<file path="src/rtl/scoreboard_pkg.sv">
// Shared types and constants for the two-digit BCD scoreboard controller.
package scoreboard_pkg;

    typedef enum logic [1:0] {
        ST_IDLE    = 2'd0,
        ST_ARMED   = 2'd1,
        ST_LOCKOUT = 2'd2
    } state_e;

    typedef logic [3:0] bcd_digit_t;

    localparam bcd_digit_t  BCD_MAX_DIGIT = 4'd9;
    localparam logic [7:0]  SCORE_MAX     = 8'h99;

endpackage

</file>
<file path="src/rtl/bcd_updown2.sv">
// Combinational two-digit BCD +1/-1.
// Build option SCOREBOARD_SATURATE_EN: when defined, 99+1 and 00-1 hold their
// value; otherwise they wrap to 00 and 99 respectively.
module bcd_updown2
    import scoreboard_pkg::*;
(
    input  bcd_digit_t tens_i,
    input  bcd_digit_t ones_i,
    input  logic       inc_i,
    input  logic       dec_i,
    output bcd_digit_t tens_o,
    output bcd_digit_t ones_o
);

`ifdef SCOREBOARD_SATURATE_EN
    localparam logic SATURATE = 1'b1;
`else
    localparam logic SATURATE = 1'b0;
`endif

    // Next digits; increment wins over decrement, no request passes the value through.
    always_comb begin
        tens_o = tens_i;
        ones_o = ones_i;
        if (inc_i) begin
            if (ones_i >= BCD_MAX_DIGIT) begin
                if (tens_i >= BCD_MAX_DIGIT) begin
                    if (!SATURATE) begin
                        tens_o = '0;
                        ones_o = '0;
                    end
                end else begin
                    tens_o = tens_i + 4'd1;
                    ones_o = '0;
                end
            end else begin
                ones_o = ones_i + 4'd1;
            end
        end else if (dec_i) begin
            if (ones_i == '0) begin
                if (tens_i == '0) begin
                    if (!SATURATE) begin
                        {tens_o, ones_o} = SCORE_MAX;
                    end
                end else begin
                    tens_o = tens_i - 4'd1;
                    ones_o = BCD_MAX_DIGIT;
                end
            end else begin
                ones_o = ones_i - 4'd1;
            end
        end
    end

endmodule

</file>
<file path="src/rtl/scoreboard_ctrl.sv">
// Two-digit BCD scoreboard with inc/dec buttons, two-press confirmed clear and
// a post-command lockout. Build option SCOREBOARD_SATURATE_EN selects
// saturating instead of wrapping arithmetic (handled in bcd_updown2).
//
// state      | meaning
// -----------+-----------------------------------------------------------
// ST_IDLE    | waiting for a command
// ST_ARMED   | first clear seen; second clear within the window zeroes score
// ST_LOCKOUT | command just accepted; all pulses ignored until timer expires
module scoreboard_ctrl
    import scoreboard_pkg::*;
#(
    parameter int unsigned LOCKOUT_CYCLES = 4,
    parameter int unsigned CONFIRM_CYCLES = 1000
) (
    input  logic       clk,
    input  logic       reset,
    input  logic       inc_pulse,
    input  logic       dec_pulse,
    input  logic       clr_pulse,
    output logic [3:0] score_tens,
    output logic [3:0] score_ones,
    output logic       score_changed,
    output logic       clr_armed,
    output logic       busy
);

    localparam logic [7:0]  LOCK_LOAD = 8'(LOCKOUT_CYCLES - 1);
    localparam logic [19:0] CONF_LOAD = 20'(CONFIRM_CYCLES - 1);

    state_e      state_q, state_d;
    bcd_digit_t  tens_q, tens_d;
    bcd_digit_t  ones_q, ones_d;
    logic [7:0]  lock_cnt_q, lock_cnt_d;
    logic [19:0] conf_cnt_q, conf_cnt_d;
    logic        changed_q, armed_q, busy_q;

    bcd_digit_t  upd_tens, upd_ones;

    bcd_updown2 u_bcd (
        .tens_i (tens_q),
        .ones_i (ones_q),
        .inc_i  (inc_pulse),
        .dec_i  (dec_pulse),
        .tens_o (upd_tens),
        .ones_o (upd_ones)
    );

    // Next state, score and timers; clear outranks inc, inc outranks dec.
    always_comb begin
        state_d    = state_q;
        tens_d     = tens_q;
        ones_d     = ones_q;
        lock_cnt_d = lock_cnt_q;
        conf_cnt_d = conf_cnt_q;
        case (state_q)
            ST_IDLE: begin
                if (clr_pulse) begin
                    state_d    = ST_ARMED;
                    conf_cnt_d = CONF_LOAD;
                end else if (inc_pulse || dec_pulse) begin
                    tens_d     = upd_tens;
                    ones_d     = upd_ones;
                    state_d    = ST_LOCKOUT;
                    lock_cnt_d = LOCK_LOAD;
                end
            end
            ST_ARMED: begin
                if (clr_pulse) begin
                    tens_d     = '0;
                    ones_d     = '0;
                    state_d    = ST_LOCKOUT;
                    lock_cnt_d = LOCK_LOAD;
                end else if (inc_pulse || dec_pulse) begin
                    tens_d     = upd_tens;
                    ones_d     = upd_ones;
                    state_d    = ST_LOCKOUT;
                    lock_cnt_d = LOCK_LOAD;
                end else if (conf_cnt_q == '0) begin
                    state_d = ST_IDLE;
                end else begin
                    conf_cnt_d = conf_cnt_q - 20'd1;
                end
            end
            ST_LOCKOUT: begin
                if (lock_cnt_q == '0) begin
                    state_d = ST_IDLE;
                end else begin
                    lock_cnt_d = lock_cnt_q - 8'd1;
                end
            end
            default: begin
                state_d = ST_IDLE;
            end
        endcase
    end

    // State, score, timers and registered status flags.
    always_ff @(posedge clk or posedge reset) begin
        if (reset) begin
            state_q    <= ST_IDLE;
            tens_q     <= '0;
            ones_q     <= '0;
            lock_cnt_q <= '0;
            conf_cnt_q <= '0;
            changed_q  <= 1'b0;
            armed_q    <= 1'b0;
            busy_q     <= 1'b0;
        end else begin
            state_q    <= state_d;
            tens_q     <= tens_d;
            ones_q     <= ones_d;
            lock_cnt_q <= lock_cnt_d;
            conf_cnt_q <= conf_cnt_d;
            changed_q  <= ({tens_d, ones_d} != {tens_q, ones_q});
            armed_q    <= (state_d == ST_ARMED);
            busy_q     <= (state_d == ST_LOCKOUT);
        end
    end

    assign score_tens    = tens_q;
    assign score_ones    = ones_q;
    assign score_changed = changed_q;
    assign clr_armed     = armed_q;
    assign busy          = busy_q;

endmodule
</file>
<file path="config.mk">
export PLATFORM = sky130hd
export DESIGN_NAME = scoreboard_ctrl
export DESIGN_NICKNAME = d
export VERILOG_FILES = /design/src/rtl/scoreboard_pkg.sv /design/src/rtl/bcd_updown2.sv /design/src/rtl/scoreboard_ctrl.sv
export SDC_FILE = /design/constraint.sdc
export NUM_CORES = 1
export LEC_CHECK = 0
export CAP_MARGIN = 10
export CORE_ASPECT_RATIO = 0.9
export CORE_MARGIN = 2
export CORE_UTILIZATION = 66
export DETAILED_ROUTE_END_ITERATION = 8
export GPL_ROUTABILITY_DRIVEN = 0
export MAX_ROUTING_LAYER = met4
export PLACE_DENSITY = 0.93
export SKIP_LAST_GASP = 1
export SYNTH_ARGS = -nofsm -noshare
export SYNTH_HDL_FRONTEND = slang
export SYNTH_HIERARCHICAL = 1
export SYNTH_SLANG_ARGS = --single-unit
</file>
<file path="constraint.sdc">
create_clock -name clk -period 4.5 [get_ports clk]
set_input_delay 1.125 -clock clk [delete_from_list [all_inputs] [get_ports clk]]
set_output_delay 1.125 -clock clk [all_outputs]
set_load 0.03 [all_outputs]
</file>
== Word-level counts from Yosys, hierarchy flattened ==
Index checks and enable logic that the tools add are counted.

* Register bits after elaboration: 41
* Logic and storage cells: 72
* Input bits: 5
* Output and inout bits: 11

* Reduce and logical (&&, ||, !) cells: 10
* Multiplexer cells: 35
* Equal/unequal tests: 11
* Order comparisons: 2
* Add/sub/neg operators: 6

{| class="wikitable"
|+ Operators by type and width
! cell !! count
|-
| $mux W20 || 4
|-
| $mux W4 || 16
|-
| $pmux W20 S2 || 1
|-
| $mux W8 || 4
|-
| $pmux W8 S3 || 1
|-
| $logic_not A20 Y1 || 1
|-
| $sub A20 B1 Y20 const B || 1
|-
| $pmux W4 S2 || 2
|-
| $mux W2 || 6
|-
| $ne A2 B2 Y1 const B || 6
|-
| $add A4 B1 Y4 const B || 2
|-
| $ge A4 B4 Y1 const B || 2
|-
| $logic_not A4 Y1 || 2
|-
| $logic_not A8 Y1 || 1
|-
| $ne A8 B8 Y1 || 1
|-
| $sub A4 B1 Y4 const B || 2
|-
| $sub A8 B1 Y8 const B || 1
|-
| $pmux W2 S3 || 1
|-
| $reduce_and A5 Y1 || 1
|-
| $eq A2 B1 Y1 const B || 2
|-
| $eq A2 B2 Y1 const B || 2
|-
| $reduce_and A3 Y1 || 1
|-
| $reduce_bool A3 Y1 || 1
|-
| $logic_not A2 Y1 || 1
|-
| other kinds (2) || 2
|}

== Longest topological paths before layout ==
* Depth in word-level cells: 9
* Gate-level depth with buffers: 11
* Depth with buffers taken out: 11

== Hierarchy ==
Netlist, hierarchy kept.

{| class="wikitable"
|+ By module, submodules not included
! module !! instances !! area each (um^2) !! seq. area each (um^2) !! cells each
|-
| scoreboard_ctrl || 1 || 2636.3 || 1026.0 || 315
|-
| bcd_updown2 || 1 || 540.5 || 0.0 || 72
|}

== Least setup slack after synthesis ==
OpenSTA, ideal clock, no wires.

* Path type: input-to-reg
* From: in dec_pulse
* To: reg changed_q (netlist: score_changed)
* Buffers on the path: 1
* Library setup time: 0.126 ns
* Data arrival time: 2.962 ns
* Path slack: 1.412 ns
* Cell stages on the path: 8
* Cells stage by stage: buf_2 and4bb_1 a21bo_1 mux4_2 xor2_1 nor4_1 a211oi_1 a221o_1

* Cells in the longest elaborated chain, start to end: 6
* Elaborated cells between the ends (all ways): 14

{| class="wikitable"
|+ RTL lines
! item !! RTL line !! RTL
|-
| start: declaration || scoreboard_ctrl.sv:19 || <nowiki>input logic dec_pulse,</nowiki>
|-
| $mux W4 * || bcd_updown2.sv:39 || <nowiki>end else if (dec_i) begin</nowiki>
|-
| $mux W4 * || bcd_updown2.sv:25 || <nowiki>if (inc_i) begin</nowiki>
|-
| via upd_tens[0] || scoreboard_ctrl.sv:38 || <nowiki>bcd_digit_t upd_tens, upd_ones;</nowiki>
|-
| $mux W4 * || scoreboard_ctrl.sv:61, scoreboard_ctrl.sv:74 ||
|-
| $mux W4 (on tied branches) || scoreboard_ctrl.sv:69, scoreboard_ctrl.sv:58 ||
|-
| $pmux W4 S2 * || scoreboard_ctrl.sv:56 || <nowiki>case (state_q)</nowiki>
|-
| $ne A8 B8 Y1 * || scoreboard_ctrl.sv:115 || <nowiki>changed_q <= ({tens_d, ones_d} != {tens_q, ones_q});</nowiki>
|-
| end signal: assignment || scoreboard_ctrl.sv:115 ||
|-
| end: declaration || scoreboard_ctrl.sv:36 || <nowiki>logic changed_q, armed_q, busy_q;</nowiki>
|}

The timed path passes the listed nets; every way through them passes the cells marked *.
A chain may end at the register's enable or synchronous reset.

== Worst setup path after layout ==
Same ends and word-level chain as after synthesis.

==> summary.txt <==
Clock network
  – CTS tree: yes
  – CTS max path bufs: 2
  – Cts hold-fix bufs: 0
  – Inserted Clock Buffers: 5
  – CTS sink count: 41
  – Htree depth: 2
  – Postcts setup bufs: 0
  – PostCTS Resize Cnt: 0
  – Clk pin slew, worst setup/hold paths: 0.08 ns
  – Skew-Pair Late Insertion Delay: 0.30 ns
  – CTS Root Cell: clkbuf_8

Floorplanning
  – Die Width: 77.1 µm
  – Initial core utilization: 69.9%
  – Total die area: 5380 µm²
  – DIE HEIGHT: 69.8 µm
  – Total core area: 4550 µm²
  – # IOs: 16
  – Cell row count: 23

Synth
  – Synth area leader: dfrtp_1
  – Synthesized area: 3180 µm²
  – FF+latch count, synth: 41
  – Top cell type's share of synthesized area: 32.3%
  – Top cells by area, synth: dfrtp_1 32%, ha_1 5.5%, o21ai_0 5.0%
  – Synth Instances: 387
  – Post-synth EDFFs: 0
  – Synthesized area per cell: 8.21 µm²
  – Mapped Nets: 406
  – Post-synthesis sequential area ratio: 32.3%
  – Yosys warns: 6
  – Netlist cell types: 65
  – Top_reg_cell synth: dfrtp_1
  – Asr flop ratio synth: 100%

Flow run
  – Maximum Capacitance Violations: 0

Finish
  – Layout Utilization: 75.8%
  – Fin area: 3450 µm²
  – Register area: 1030 µm²
  – Multi-input gate area: 1950 µm²
  – Final-layout fill cell count: 362
  – Final #Nets: 410
  – Area Growth Syn to Fin: 8.51%
  – Ant. Diodes: 0
  – Share of cells above drive strength 1: 5.61%

Global route
  – Global-route wire length before repair: 13400 µm
  – Largest net degree at the start of global routing: 42
  – Gr usage total: 31.1%
  – Antenna violations before repair: 0
  – Vias in the first global route: 2952
  – Gr ovfl total: 0

Status
  – Status: finished clean

Timing
  – Relative slew slack: 38.8%
  – Setup Viol. Count Final: 0
  – Worst slew pin tran: 0.906 ns
  – Final worst-path cycle share: 79.4%
  – Skew final: 0.00374 ns
  – Max-slew violations: 0
  – Final hold viol count: 0
  – F_max: 280 MHz
  – RSZ-0062 raised after global routing: no
  – Tmin final: 3.58 ns
  – Setup TNS: 0 ns

Power
  – Comb power frac: 54.9%
  – Sequential share of power: 29.6%
  – Peak supply drop: 0.000382 V
  – Leak pwr: 0.00138 µW
  – Internal Power: 1060 µW
  – Power per Cell Area: 588 nW/µm²
  – Clock group share of total power: 15.4%
  – Sw power: 966 µW
  – Switching share of power: 47.6%

Routing
  – First-pass DRT Iterations: 5
  – Wire per inst: 16.9 µm
  – Antenna Nets Post-Route: 0
  – 1st-iter DRT viols: 258
  – Final WL: 7680 µm
  – DRC viols: 0
  – Vias: 3083
  – Routed vias/inst: 6.79

Critical path
  – Crit. End Element: flop
  – CP required: 4.68 ns
  – CP Max Fanout: 12
  – CP arrival: 3.76 ns
  – CP Class: in -> reg
  – Critical Path Source Type: input port

Place
  – DP Wirelength: 5130 µm
  – Placed Instance Area: 3330 µm²
  – IO Port Bufs: 15

Hold path
  – HP Class: reg -> reg
[worst max-delay path, cell delays in order]
cell             delay (ns)
clkdlybuf4s50_1        0.71
and4bb_1               0.39
a21bo_1                0.25
mux4_2                 0.48
xor2_1                 0.16
nor4_1                 0.25
a211oi_1               0.11
a221o_1                0.29
[through the flow]
stage	total power, µW	cells	worst slack, ns	hold slack [ns]
4_1_cts	2000	454	0.973	0.525
6_report	2030	454	0.925	0.526
2_1_floorplan	1390	387	1.41	0.478
5_1_grt	2170	454	0.818	0.547
3_5_place_dp	1680	446	0.658	0.513
3_3_place_gp	1620	446	0.762	0.500
[power groups by stage]
stage	combinational (µW)	clock, µW	sequential (µW)
after floorplan	761	0	634
after global placement	1020	0	599
after detailed placement	1080	0	603
after CTS	1090	314	596
after global routing	1220	332	620
final	1110	313	601
[path summary, 6_finish.rpt]
kind	startpoint	depth (start not counted)	slack, ns	end
worst max-delay path	dec_pulse	8	0.92	score_changed$_DFF_PP0_
worst min-delay path	lock_cnt_q[3]$_DFFE_PP0P_	1	0.53	lock_cnt_q[3]$_DFFE_PP0P_
worst max register to register	score_ones[0]$_DFF_PP0_	10	1.46	score_changed$_DFF_PP0_
worst min register to register	lock_cnt_q[3]$_DFFE_PP0P_	1	0.53	lock_cnt_q[3]$_DFFE_PP0P_
max in group asynchronous	reset	3	2.87	score_ones[1]$_DFF_PP0_
min in group asynchronous	reset	3	1.25	conf_cnt_q[4]$_DFFE_PP0P_
[cell usage in the layout (no fill, tap or decap), drive strengths merged, types with 4 or more instances in the layout]
cell type	instances
or4	4
o21bai	5
nand2	26
o2111ai	7
dfrtp	41
inv	23
nor2	40
nor3b	5
a21oi	24
o211ai	4
nor4	6
o31ai	7
o22ai	4
clkdlybuf4s50	15
nor3	10
xor2	7
a211oi	4
a22oi	15
or3	10
a31oi	12
and2	4
o21ai	33
clkbuf	7
buf	5
ha	14
nand2b	4
nand3	8
[synth_stat cells, types with 3 or more instances]
cell and number:
dfrtp_1 41, nor2_1 40, o21ai_0 32, nand2_1 25, a21oi_1 24, inv_1 23
clkbuf_1 16, a22oi_1 15, ha_1 14, a31oi_1 12, nor3_1 10, or3_1 10
nand3_1 8, o31ai_1 7, xor2_1 7, nor4_1 6, o2111ai_1 6, nor3b_1 5
o21bai_1 5, a211oi_1 4, nand2b_1 4, o211ai_1 4, o22ai_1 4, or4_1 4
buf_6 3, mux2i_1 3, nor2b_1 3, xnor2_1 3
[kinds of logic after synthesis]
logic type / Yosys count / share of synthesized area [%]
AND/OR/NAND/NOR: 135 / 22.4
buffers and inverters: 46 / 6.22
adder cells (fa/ha/maj): 14 / 5.51
AO/OA/AOI/OAI: 137 / 29.1
XOR/XNOR: 10 / 2.76
multiplexers: 4 / 1.65
flip-flops: 41 / 32.3
[metal layers]
metal | global-route usage [%] | up-vias | part of all wire [%]
met4 | 11.3 | 0 | 2.4
met2 | 50.5 | 149 | 49
met1 | 38.8 | 1465 | 43
met3 | 5.60 | 27 | 6.2
li1 | - | 1442 | -
met5 | - | - | 0
[final cells by class]
type | instances | area share [%]
Inverter | 23 | 2.50
Multi-Input combinational cell | 300 | 56.7
Clock buffer | 7 | 2.50
Tap cell | 62 | 2.25
Timing Repair Buffer | 20 | 5.44
Clock inverter | 1 | 0.871
Sequential cell | 41 | 29.8
[state kept, by name, summed over array words and instances, names as in the netlist]
name / count
score_tens: 4
lock_cnt_q: 8
conf_cnt_q: 20
clr_armed: 1
score_changed: 1
state_q: 2
busy: 1
score_ones: 4
Power figures use the tool's default switching activity.
